$ cat config.mk
export PLATFORM = sky130hd
export DESIGN_NAME = byte_print_arbiter
export DESIGN_NICKNAME = d
export VERILOG_FILES = /design/src/rtl/byte_print_pkg.sv /design/src/rtl/byte_print_arbiter_rr_pick.sv /design/src/rtl/byte_print_arbiter.sv
export SDC_FILE = /design/constraint.sdc
export NUM_CORES = 1
export LEC_CHECK = 0
export ABC_AREA = 1
export BUFFER_PORTS_ARGS = -buffer_cell sky130_fd_sc_hd__buf_2
export CAP_MARGIN = 40
export CORE_ASPECT_RATIO = 1.25
export CORE_MARGIN = 2
export CORE_UTILIZATION = 30
export CTS_CLUSTER_DIAMETER = 30
export CTS_CLUSTER_SIZE = 10
export DETAILED_ROUTE_END_ITERATION = 8
export GPL_TIMING_DRIVEN = 0
export MAX_ROUTING_LAYER = met4
export PLACE_DENSITY = 0.49
export SLEW_MARGIN = 5
export SYNTH_ARGS = -nofsm -noshare
export SYNTH_HDL_FRONTEND = slang
export SYNTH_SLANG_ARGS = --single-unit
$ cat constraint.sdc
create_clock -name clk -period 2.1 [get_ports clk]
set_clock_uncertainty 0.15 [all_clocks]
set_input_delay 0.315 -clock clk [delete_from_list [all_inputs] [get_ports clk]]
set_output_delay 0.315 -clock clk [all_outputs]
set_load 0.05 [all_outputs]
$ cat src/rtl/byte_print_pkg.sv
// byte_print_pkg: shared constants, FSM state type and index-width helper
package byte_print_pkg;
  localparam logic [7:0] NEWLINE = 8'h0A;
  typedef enum logic {IDLE, LOCKED} state_e;
  function automatic int src_w(input int n);
    return (n > 1) ? $clog2(n) : 1;
  endfunction
endpackage

$ cat src/rtl/byte_print_arbiter_rr_pick.sv
// rr_pick: combinational round-robin picker, first request at/after ptr with wrap
module rr_pick #(
  parameter int N = 4,
  parameter int W = 2
) (
  input  logic [N-1:0] req,
  input  logic [W-1:0] ptr,
  output logic         any,
  output logic [W-1:0] idx
);
  logic [W-1:0] j;
  always_comb begin
    idx = '0;
    j = '0;
    for (int k = N - 1; k >= 0; k--) begin
      j = W'((int'(ptr) + k) % N);
      if (req[j]) idx = j;
    end
  end
  assign any = |req;
endmodule

$ cat src/rtl/byte_print_arbiter.sv
// byte_print_arbiter: line-granular round-robin lock sharing one byte printer between sources
module byte_print_arbiter
  import byte_print_pkg::*;
#(
  parameter int N_SRC = 4,
  parameter int MAX_LINE = 128,
  parameter int IDLE_TIMEOUT = 64,
  localparam int SW = src_w(N_SRC)
) (
  input  logic               clk,
  input  logic               reset_n,
  input  logic [N_SRC-1:0]   in_valid,
  input  logic [8*N_SRC-1:0] in_byte,
  output logic [N_SRC-1:0]   in_ready,
  output logic               out_valid,
  output logic [7:0]         out_byte,
  output logic [SW-1:0]      out_src,
  output logic               out_forced
);
  localparam int BW = $clog2(MAX_LINE + 1);
  localparam int IW = $clog2(IDLE_TIMEOUT + 1);
  state_e state, state_nxt;
  logic [SW-1:0] rr_ptr, owner, pick, owner_inc;
  logic [BW-1:0] byte_cnt;
  logic [IW-1:0] idle_cnt;
  logic [7:0] cur_byte;
  logic any, xfer, nl, lim, tmo, rel;
  rr_pick #(.N(N_SRC), .W(SW)) u_pick (.req(in_valid), .ptr(rr_ptr), .any(any), .idx(pick));
  always_comb begin
    cur_byte = in_byte[{owner, 3'b000} +: 8];
    xfer = (state == LOCKED) && in_valid[owner];
    nl = xfer && (cur_byte == NEWLINE);
    lim = xfer && (byte_cnt == BW'(MAX_LINE - 1));
    tmo = (state == LOCKED) && !in_valid[owner] && (idle_cnt == IW'(IDLE_TIMEOUT - 1));
    rel = nl || lim || tmo;
    owner_inc = (owner == SW'(N_SRC - 1)) ? '0 : owner + 1'b1;
  end
  always_ff @(posedge clk)
    state <= !reset_n ? IDLE : state_nxt;
  always_comb
    state_nxt = (state == IDLE) ? (any ? LOCKED : IDLE) : (rel ? IDLE : LOCKED);
  always_comb
    in_ready = (state == LOCKED) ? (N_SRC'(1) << owner) : '0;
  always_ff @(posedge clk) begin
    if (!reset_n) begin
      rr_ptr <= '0;
      owner <= '0;
      byte_cnt <= '0;
      idle_cnt <= '0;
      out_valid <= 1'b0;
      out_byte <= '0;
      out_src <= '0;
      out_forced <= 1'b0;
    end else begin
      out_valid <= xfer;
      out_forced <= (lim || tmo) && !nl;
      if (xfer) begin
        out_byte <= cur_byte;
        out_src <= owner;
      end
      if (state == IDLE) begin
        if (any) begin
          owner <= pick;
          byte_cnt <= '0;
          idle_cnt <= '0;
        end
      end else begin
        if (rel) rr_ptr <= owner_inc;
        byte_cnt <= xfer ? byte_cnt + 1'b1 : byte_cnt;
        idle_cnt <= xfer ? '0 : idle_cnt + 1'b1;
      end
    end
  end
endmodule

### Word level (Yosys, flattened, before mapping)

Cells that the tools add are included.

| cells by class | value |
|---|---|
| $add $sub $neg | 6 |
| magnitude comparators | 5 |
| equality and inequality tests | 5 |
| shift operators | 2 |
| multiplexer cells | 25 |
| bitwise logic cells | 1 |
| reductions and logical operators | 16 |

Operators with widths:

| kind | count |
|---|---|
| $shiftx A32 B6 Y8 | 1 |
| $mux W8 | 3 |
| $mux W7 | 3 |
| $lt A2 B3 Y1 const B | 5 |
| $bmux W1 S2 | 5 |
| $mux W2 | 5 |
| $add A8 B1 Y8 const B | 1 |
| $eq A8 B4 Y1 const B | 1 |
| $eq A8 B7 Y1 const B | 1 |
| $mux W1 | 8 |
| $add A7 B1 Y7 const B | 1 |
| $eq A7 B6 Y1 const B | 1 |
| $logic_and A1 B1 Y1 | 6 |
| $reduce_and A2 Y1 | 3 |
| $add A2 B1 Y2 const B | 2 |
| $add A2 B2 Y2 const B | 2 |
| $mux W4 | 1 |
| $reduce_or A4 Y1 | 1 |
| $shl A1 B2 Y4 const A | 1 |
| $logic_or A1 B1 Y1 | 3 |
| $eq A2 B2 Y1 const B | 1 |
| $logic_not A1 Y1 | 2 |
| $ne A2 B1 Y1 const B | 1 |
| $reduce_bool A2 Y1 | 1 |
| $not A1 Y1 | 1 |

| word-level totals | value |
|---|---|
| register bits | 32 |
| input port bits | 38 |
| output and inout bits | 16 |
| word-level logic and storage cells | 69 |

### Logic depth before layout (Yosys ltp)

Gate-level depths: netlist of run 1.

| depth | value |
|---|---|
| depth after elaboration | 8 |
| mapped depth | 12 |
| mapped depth without buffers | 11 |

### By module

Synthesis of run 1 repeated with hierarchy kept, for this count alone.

| unflattened totals | value |
|---|---|
| cells, all modules | 315 |
| area, all modules | 2028.2 um^2 |

By module, submodules not included:

| module | times used | cells an instance | area an instance (um^2) | sequential area each (um^2) |
|---|---|---|---|---|
| byte_print_arbiter | 1 | 269 | 1839.3 | 640.6 |
| rr_pick | 1 | 46 | 188.9 | 0.0 |

### Least setup slack after synthesis of run 1

No wires, ideal clock.

| timing | value |
|---|---|
| path kind | reg-to-output |
| from | register owner[1] |
| to | output port in_ready[1] |
| arrival | 1.111 ns |
| setup slack | 0.524 ns |
| stages on the path, launching flop included | 7 |
| buffers on the path | 2 |
| cell sequence | dfxtp_1 buf_6 inv_6 buf_12 ha_1 nand2_1 inv_1 |

| between the ends | value |
|---|---|
| cells in the longest elaborated chain, start to end | 2 |

Ends and longest elaborated chain:

| what | line | source |
|---|---|---|
| from (decl) | byte_print_arbiter.sv:23 | `logic [SW-1:0] rr_ptr, owner, pick, owner_inc;` |
| from (signal assigned) | byte_print_arbiter.sv:63 | `owner <= pick;` |
| $shl A1 B2 Y4 | byte_print_arbiter.sv:43 | `in_ready = (state == LOCKED) ? (N_SRC'(1) << owner) : '0;` |
| $mux W4 | byte_print_arbiter.sv:43 |  |
| to (decl) | byte_print_arbiter.sv:14 | `output logic [N_SRC-1:0] in_ready,` |

No other way between the ends.

### Worst setup path after layout of run 1

Ends and elaborated chain as after synthesis.

==> summary.md, run 1 <==
| Metric | Value |
|---|---|
| Placed Cells incl. Taps | `450` |
| Postcts setup bufs | `0` |
| Core ar. | `0.00685 mm^2` |
| Cell breakdown of the critical path | `buf_6 > inv_6 > buf_12 > ha_1 > nand2_1 > inv_1 > buf_2` |
| CP Max Fanout | `11` |
| Post-route cell area | `0.00256 mm^2` |
| Final WS setup | `around 0.10 ns` |
| Layout cell share with drive strength beyond 1 | `a little under a third` |
| Via density | `4.52` |
| Number of global-route vias before repair | `roughly 1900` |
| CTS Root Cell | `clkbuf_8` |
| Initial Util | `between 30% and 40%` |
| Crit path kind | `reg -> out` |
| Hold_ws | `approximately 0.23 ns` |
| Ys flop type | `dfxtp_1` |
| Post-synthesis mux area share | `0%` |
| Max Root-Sink Buffers | `2` |
| Cell variety after synth | `32` |
| Vias | `2070` |
| Commonest non-fill, non-tap cell in the layout | `nand2_1` |
| Slowest CP cell | `dfxtp_1` |
| Max-cap violations | `0` |
| H-Tree Depth | `2` |
| Yosys top cell by area | `dfxtp_1` |
| DRT antenna net count | `0` |
| Hold buffer count at CTS | `0` |
| Simple-Gate Fraction of Synth Area | `just under 40%` |
| Slew Limit Fails | `0` |
| Crit path capture type | `output pin` |
| DIE AREA | `roughly 0.0076 mm^2` |
| Total CTS buffers | `5` |
| Resized cells post-CTS | `0` |
| Io pins | `54` |
| Share of the yosys chip area belonging to registers | `a little under a third` |
| DRT Wirelength | `between 5 and 6 mm` |
| Synth area leaders | `dfxtp_1 31%, nand2_1 15%, nand3_1 5.8%, inv_1 5.4%, o21ai_1 5.3%` |
| RSZ-0062 raised after global routing | `no` |
| Yosys warns | `0` |
| WL/cell | `~11 um` |
| Layout filler cell count | `740` |
| Place WS | `between 0.3 and 0.4 ns` |
| Period utilization | `a little over nine tenths` |
| Fin cells | `about 460` |
| Worst Path Buf+Inv | `5` |
| Worst Path Required | `1.63 ns` |
| Std-Cell Rows | `34` |
| Clk slew on worst S/H paths | `about 0.070 ns` |
| First-pass GRT wire length | `around 8.7 mm` |
| Worst vdd ir | `around 0.00023 V` |
| Max Clk Rate | `~0.50 GHz` |
| Netlist Area Pre-Place | `~0.0021 mm^2` |
| Final Core Density | `between 30% and 40%` |
| Worst slew pin tran | `approximately 0.53 ns` |
| Initial antenna violation count | `0` |
| DR iter-0 viols | `73` |
| Main combinational cell family by area after synthesis | `simple AND/OR/NAND/NOR gates` |
| CP arrival | `between 1.5 and 2 ns` |
| Tmin final | `between 1.5 and 2 ns` |
| Slew headroom | `64.8%` |
| Clk_lat worst skew | `0.29 ns` |
| Synth Area in Compound Gates | `between 10% and 20%` |
| Port bufs | `53` |
| Synth top area share | `just over 30%` |
| Die W | `just under 80 um` |
| Final TNS setup | `0 ns` |
| Remaining DRCs | `0` |
| Most frequent cells in the layout | `81 x nand2_1, 57 x buf_2, 32 x dfxtp_1` |
| Gr usage total | `around 15%` |
| Hold Fails Final Rpt | `0` |
| CTS tree | `yes` |
| Post-Synth XOR/XNOR Area | `0%` |
| GPL Wtd Cong | `approximately 0.82` |
| Setup violations, final | `0` |
| Final nets | `roughly 410` |
| Max incr delay on CP | `between 0.3 and 0.4 ns` |
| Tot Pwr | `around 1.5 mW` |
| Asr flop ratio synth | `0%` |
| Area delta synth->final | `22.6%` |
| Die Ht | `between 90 and 100 um` |
| Power per cell area | `between 500 and 600 mW/mm^2` |
| Syn Nets | `approximately 350` |
| Synth Instances | `307` |
| Diode count | `0` |
| CP startpoint kind | `flip-flop` |
| Class of the worst hold path | `in -> reg` |
| Pleak | `approximately 1.3 nW` |
| Grt ovf | `0` |
| Area share of fa/ha/maj cells after synthesis | `3.60%` |
| Yosys reg bits | `32` |
| Cell family with most CP delay | `buffers and inverters` |
| DP HPWL | `a little over 4 mm` |
| # clock sinks | `32` |
| Avg Inst Size Synth | `6.80 um^2` |
| Post-synth EDFFs | `0` |
| Placed inst area | `about 0.0025 mm^2` |
| Largest net degree at the start of global routing | `12` |
| Drt pass-1 iters | `4` |
| Status | `finished clean` |
==> state kept, by name, indices dropped and copies added, names as in the netlist <==
| name | cells |
|---|---|
| byte_cnt | 8 |
| out_byte | 8 |
| idle_cnt | 7 |
| out_src | 2 |
| owner | 2 |
| rr_ptr | 2 |
| out_forced | 1 |
| out_valid | 1 |
| state | 1 |
==> worst min-delay path, cell delays in order <==
cell     delay [ns]
buf_2          0.17
o21ai_1        0.09
a31oi_1        0.04
==> worst paths after layout <==
path	from	end	slack, ns	depth (start not counted)
setup / recovery	owner[1]	in_ready[1]	0.10	7
hold reg to reg	idle_cnt[1]	idle_cnt[1]	0.34	2
hold / removal	reset_n	out_byte[1]	0.23	3
setup reg to reg	owner[0]	rr_ptr[1]	0.43	10
==> metal layers <==
layer	GRT usage, %	vias up	part of all wire [%]
li1	-	1108	-
met1	17.9	908	45
met2	24.8	46	50
met3	2.32	8	3.6
met4	4.86	0	1.4
met5	-	-	0
==> final cells by class <==
type,instances,area (um^2),share of cell area [%]
repair buffers,53,265,10.4
well taps,90,113,4.40
multi-input cells,224,1180,46.2
clock buffers,7,86.3,3.37
clock inverters,1,7.51,0.293
inverters,40,155,6.06
flip-flops and latches,32,641,25.0
plain buffers,11,109,4.25
==> power by group <==
part           internal [mW]  total [mW]  switching, mW
Sequential             0.634       0.650         0.0156
Combinational          0.119       0.364          0.245
Clock                  0.266       0.502          0.236
==> Yosys cell counts (6+ instances only) <==
library cell / instances
o21ai_1: 22
nand3_1: 24
nand2_1: 81
inv_1: 30
ha_1: 6
nand3_2: 7
a21oi_1: 19
nor2_1: 21
nand2_2: 15
inv_2: 8
dfxtp_1: 32
==> kinds of logic (layout without fill, tap and decap cells) <==
family          count (synthesis)  in the layout
simple gates                  165            165
compound gates                 53             53
buf+inv                        51            112
flops                          32             32
fa+ha+maj                       6              6
Power figures use the tool's default switching activity.
==> run 2: changes to the inputs <==
--- a/config.mk
+++ b/config.mk
@@ -7,5 +7,4 @@
 export LEC_CHECK = 0
 export ABC_AREA = 1
-export BUFFER_PORTS_ARGS = -buffer_cell sky130_fd_sc_hd__buf_2
 export CAP_MARGIN = 40
 export CORE_ASPECT_RATIO = 1.25
@@ -15,7 +14,8 @@
 export CTS_CLUSTER_SIZE = 10
 export DETAILED_ROUTE_END_ITERATION = 8
+export DONT_BUFFER_PORTS = 1
 export GPL_TIMING_DRIVEN = 0
 export MAX_ROUTING_LAYER = met4
-export PLACE_DENSITY = 0.49
+export PLACE_DENSITY = 0.43
 export SLEW_MARGIN = 5
 export SYNTH_ARGS = -nofsm -noshare
==> constraint.sdc (replaced) <==
create_clock -name clk -period 2.1 [get_ports clk]
set_clock_uncertainty 0.15 [all_clocks]
set_input_delay 0.42 -clock clk [delete_from_list [all_inputs] [get_ports clk]]
set_output_delay 0.42 -clock clk [all_outputs]
set_load 0.05 [all_outputs]
==> run 2 against run 1 <==
Fmax shrank 1.7%; sequential power is 11% higher; routed wire length is 2.0% higher; first-iteration DRC count fell by 12%; total power decreased by 2.7%; design area is 9.3% lower; critical endpoint is now in_ready[0]; highest routed layer unchanged.
==> summary.md, run 2 (synthesis gave the netlist of run 1 again) <==
| Metric | Value |
|---|---|
| Area delta synth->final | `11.2%` |
| Crit path kind | `reg -> out` |
| Max-cap violations | `0` |
| DRT Wirelength | `~5.3 mm` |
| Core ar. | `between 0.006 and 0.007 mm^2` |
| Class of the worst hold path | `in -> reg` |
| Tot Pwr | `around 1.5 mW` |
| Power per cell area | `635 mW/mm^2` |
| Slew Limit Fails | `0` |
| Cell breakdown of the critical path | `buf_6 > inv_6 > buf_12 > ha_1 > nand2_2 > clkinvlp_4` |
| FF/Latch Area | `around 640 um^2` |
| Largest net degree at the start of global routing | `14` |
| RSZ-0062 raised after global routing | `no` |
| Met1 GRT Util | `roughly 17%` |
| Final Core Density | `between 30% and 40%` |
| Clk slew on worst S/H paths | `0.08 ns` |
| H-Tree Depth | `2` |
| Slowest CP cell | `dfxtp_2` |
| Biggest registers after layout | `byte_cnt x8, out_byte x8, idle_cnt x7` |
| Die W | `~79 um` |
| DRT antenna net count | `0` |
| CTS Root Cell | `clkbuf_8` |
| DR iter-0 viols | `between 60 and 70` |
| Grt ovf | `0` |
| Initial antenna violation count | `0` |
| Layout cell share with drive strength beyond 1 | `21.6%` |
| Die Ht | `97.3 um` |
| Std-Cell Rows | `34` |
| Max Root-Sink Buffers | `2` |
| DP HPWL | `between 4 and 5 mm` |
| Crit path capture type | `output pin` |
| Layout filler cell count | `around 760` |
| GRT Max-Usage Layer | `met2` |
| Vias | `1882` |
| Diode count | `0` |
| Gr usage total | `about 16%` |
| Clk_lat worst skew | `between 0.2 and 0.3 ns` |
| Status | `finished clean` |
| Setup violations, final | `0` |
| Number of global-route vias before repair | `1942` |
| Final nets | `358` |
| Pleak | `1.04 nW` |
| Multi-input logic area | `about 0.0012 mm^2` |
| Max incr delay on CP | `between 0.3 and 0.4 ns` |
| WL/cell | `between 10 and 15 um` |
| Most frequent cells in the layout | `79 x nand2_1, 30 x dfxtp_1, 27 x inv_1` |
| Drt pass-1 iters | `4` |
| Commonest non-fill, non-tap cell in the layout | `nand2_1` |
| # clock sinks | `32` |
| CP startpoint kind | `flip-flop` |
| Port bufs | `0` |
| Initial Util | `slightly above 30%` |
| Routing usage on met3 | `approximately 4.4%` |
| Final TNS setup | `0 ns` |
| Hold Fails Final Rpt | `0` |
| Remaining DRCs | `0` |
| Worst slew pin tran | `between 0.5 and 0.6 ns` |
| Worst vdd ir | `about 0.00031 V` |
| Via density | `4.65` |
| CP arrival | `1.46 ns` |
| Period utilization | `96.7%` |
| Io pins | `54` |
| Max Clk Rate | `0.492 GHz` |
| First-pass GRT wire length | `roughly 9.1 mm` |
| Grt met2 use | `between 20% and 30%` |
| GPL Wtd Cong | `roughly 0.85` |
| Tmin final | `2.03 ns` |
| Total CTS buffers | `5` |
| CTS tree | `yes` |
| CP Max Fanout | `11` |
| DIE AREA | `roughly 0.0076 mm^2` |
| Worst Path Required | `1.53 ns` |
| Slew headroom | `60.9%` |
[run 2: cell count changes in the layout (fill, tap and decap cells not counted), sizes merged]
cell / previous run / this run
inv: 39 / 36
clkinvlp: 1 / 5
buf: 64 / 11
clkbuf: 7 / 6
[run 2: what timing repair did]
item                                    CTS  global route
hold buffers                              0             0
endpoints found under the setup margin    3             2
resized for setup                         4             4
pin swaps                                 0             0
buffers inserted                          1             0
[run 2: final cells by class]
type | count | area share [%]
Sequential cell | 32 | 27.7
Clock buffer | 6 | 3.56
Timing Repair Buffer | 1 | 0.323
Tap cell | 90 | 4.85
Multi-Input combinational cell | 224 | 51.3
Buffer | 10 | 4.47
Inverter | 40 | 7.17
Clock inverter | 2 | 0.647
[run 2: stage by stage]
step           setup slack, ns  hold slack, ns  instance area, um^2  std cells
4_1_cts                 0.0148           0.109                 2310        405
6_report                0.0694           0.114                 2320        405
3_5_place_dp             0.248           0.328                 2200        397
2_1_floorplan            0.419           0.296                 2090        307
3_3_place_gp             0.244           0.315                 2200        397
5_1_grt                0.00106           0.115                 2320        405
[run 2: where the power goes]
group | leakage (nW) | internal [mW] | total [mW] | switching [mW]
sequential | 0.262 | 0.634 | 0.720 | 0.0856
clock | 0.0434 | 0.265 | 0.514 | 0.249
combinational | 0.737 | 0.0831 | 0.241 | 0.158
total | 1.04 | 0.983 | 1.47 | 0.492
[run 2: critical path, delay by kind of cell, from the launching register on]
family	cells	cell delay, ns
buffers and inverters	4	0.54
and+or+nand+nor	1	0.09
adders and majority gates	1	0.18
DFF	1	0.36
[run 2: routing by layer]
layer	part of all wire [%]	wire, um	vias up
li1	-	-	1002
met1	43	2310	823
met2	50	2650	52
met3	5.8	309	5
met4	1.0	53	0
met5	0	0	-
[run 2: worst paths after layout]
kind | from | to | slack (ns) | cells after the start
setup / recovery | owner[1] | in_ready[0] | 0.07 | 6
hold / removal | reset_n | out_byte[2] | 0.11 | 2
setup reg to reg | owner[0] | rr_ptr[1] | 0.26 | 11
hold reg to reg | byte_cnt[0] | byte_cnt[0] | 0.34 | 1
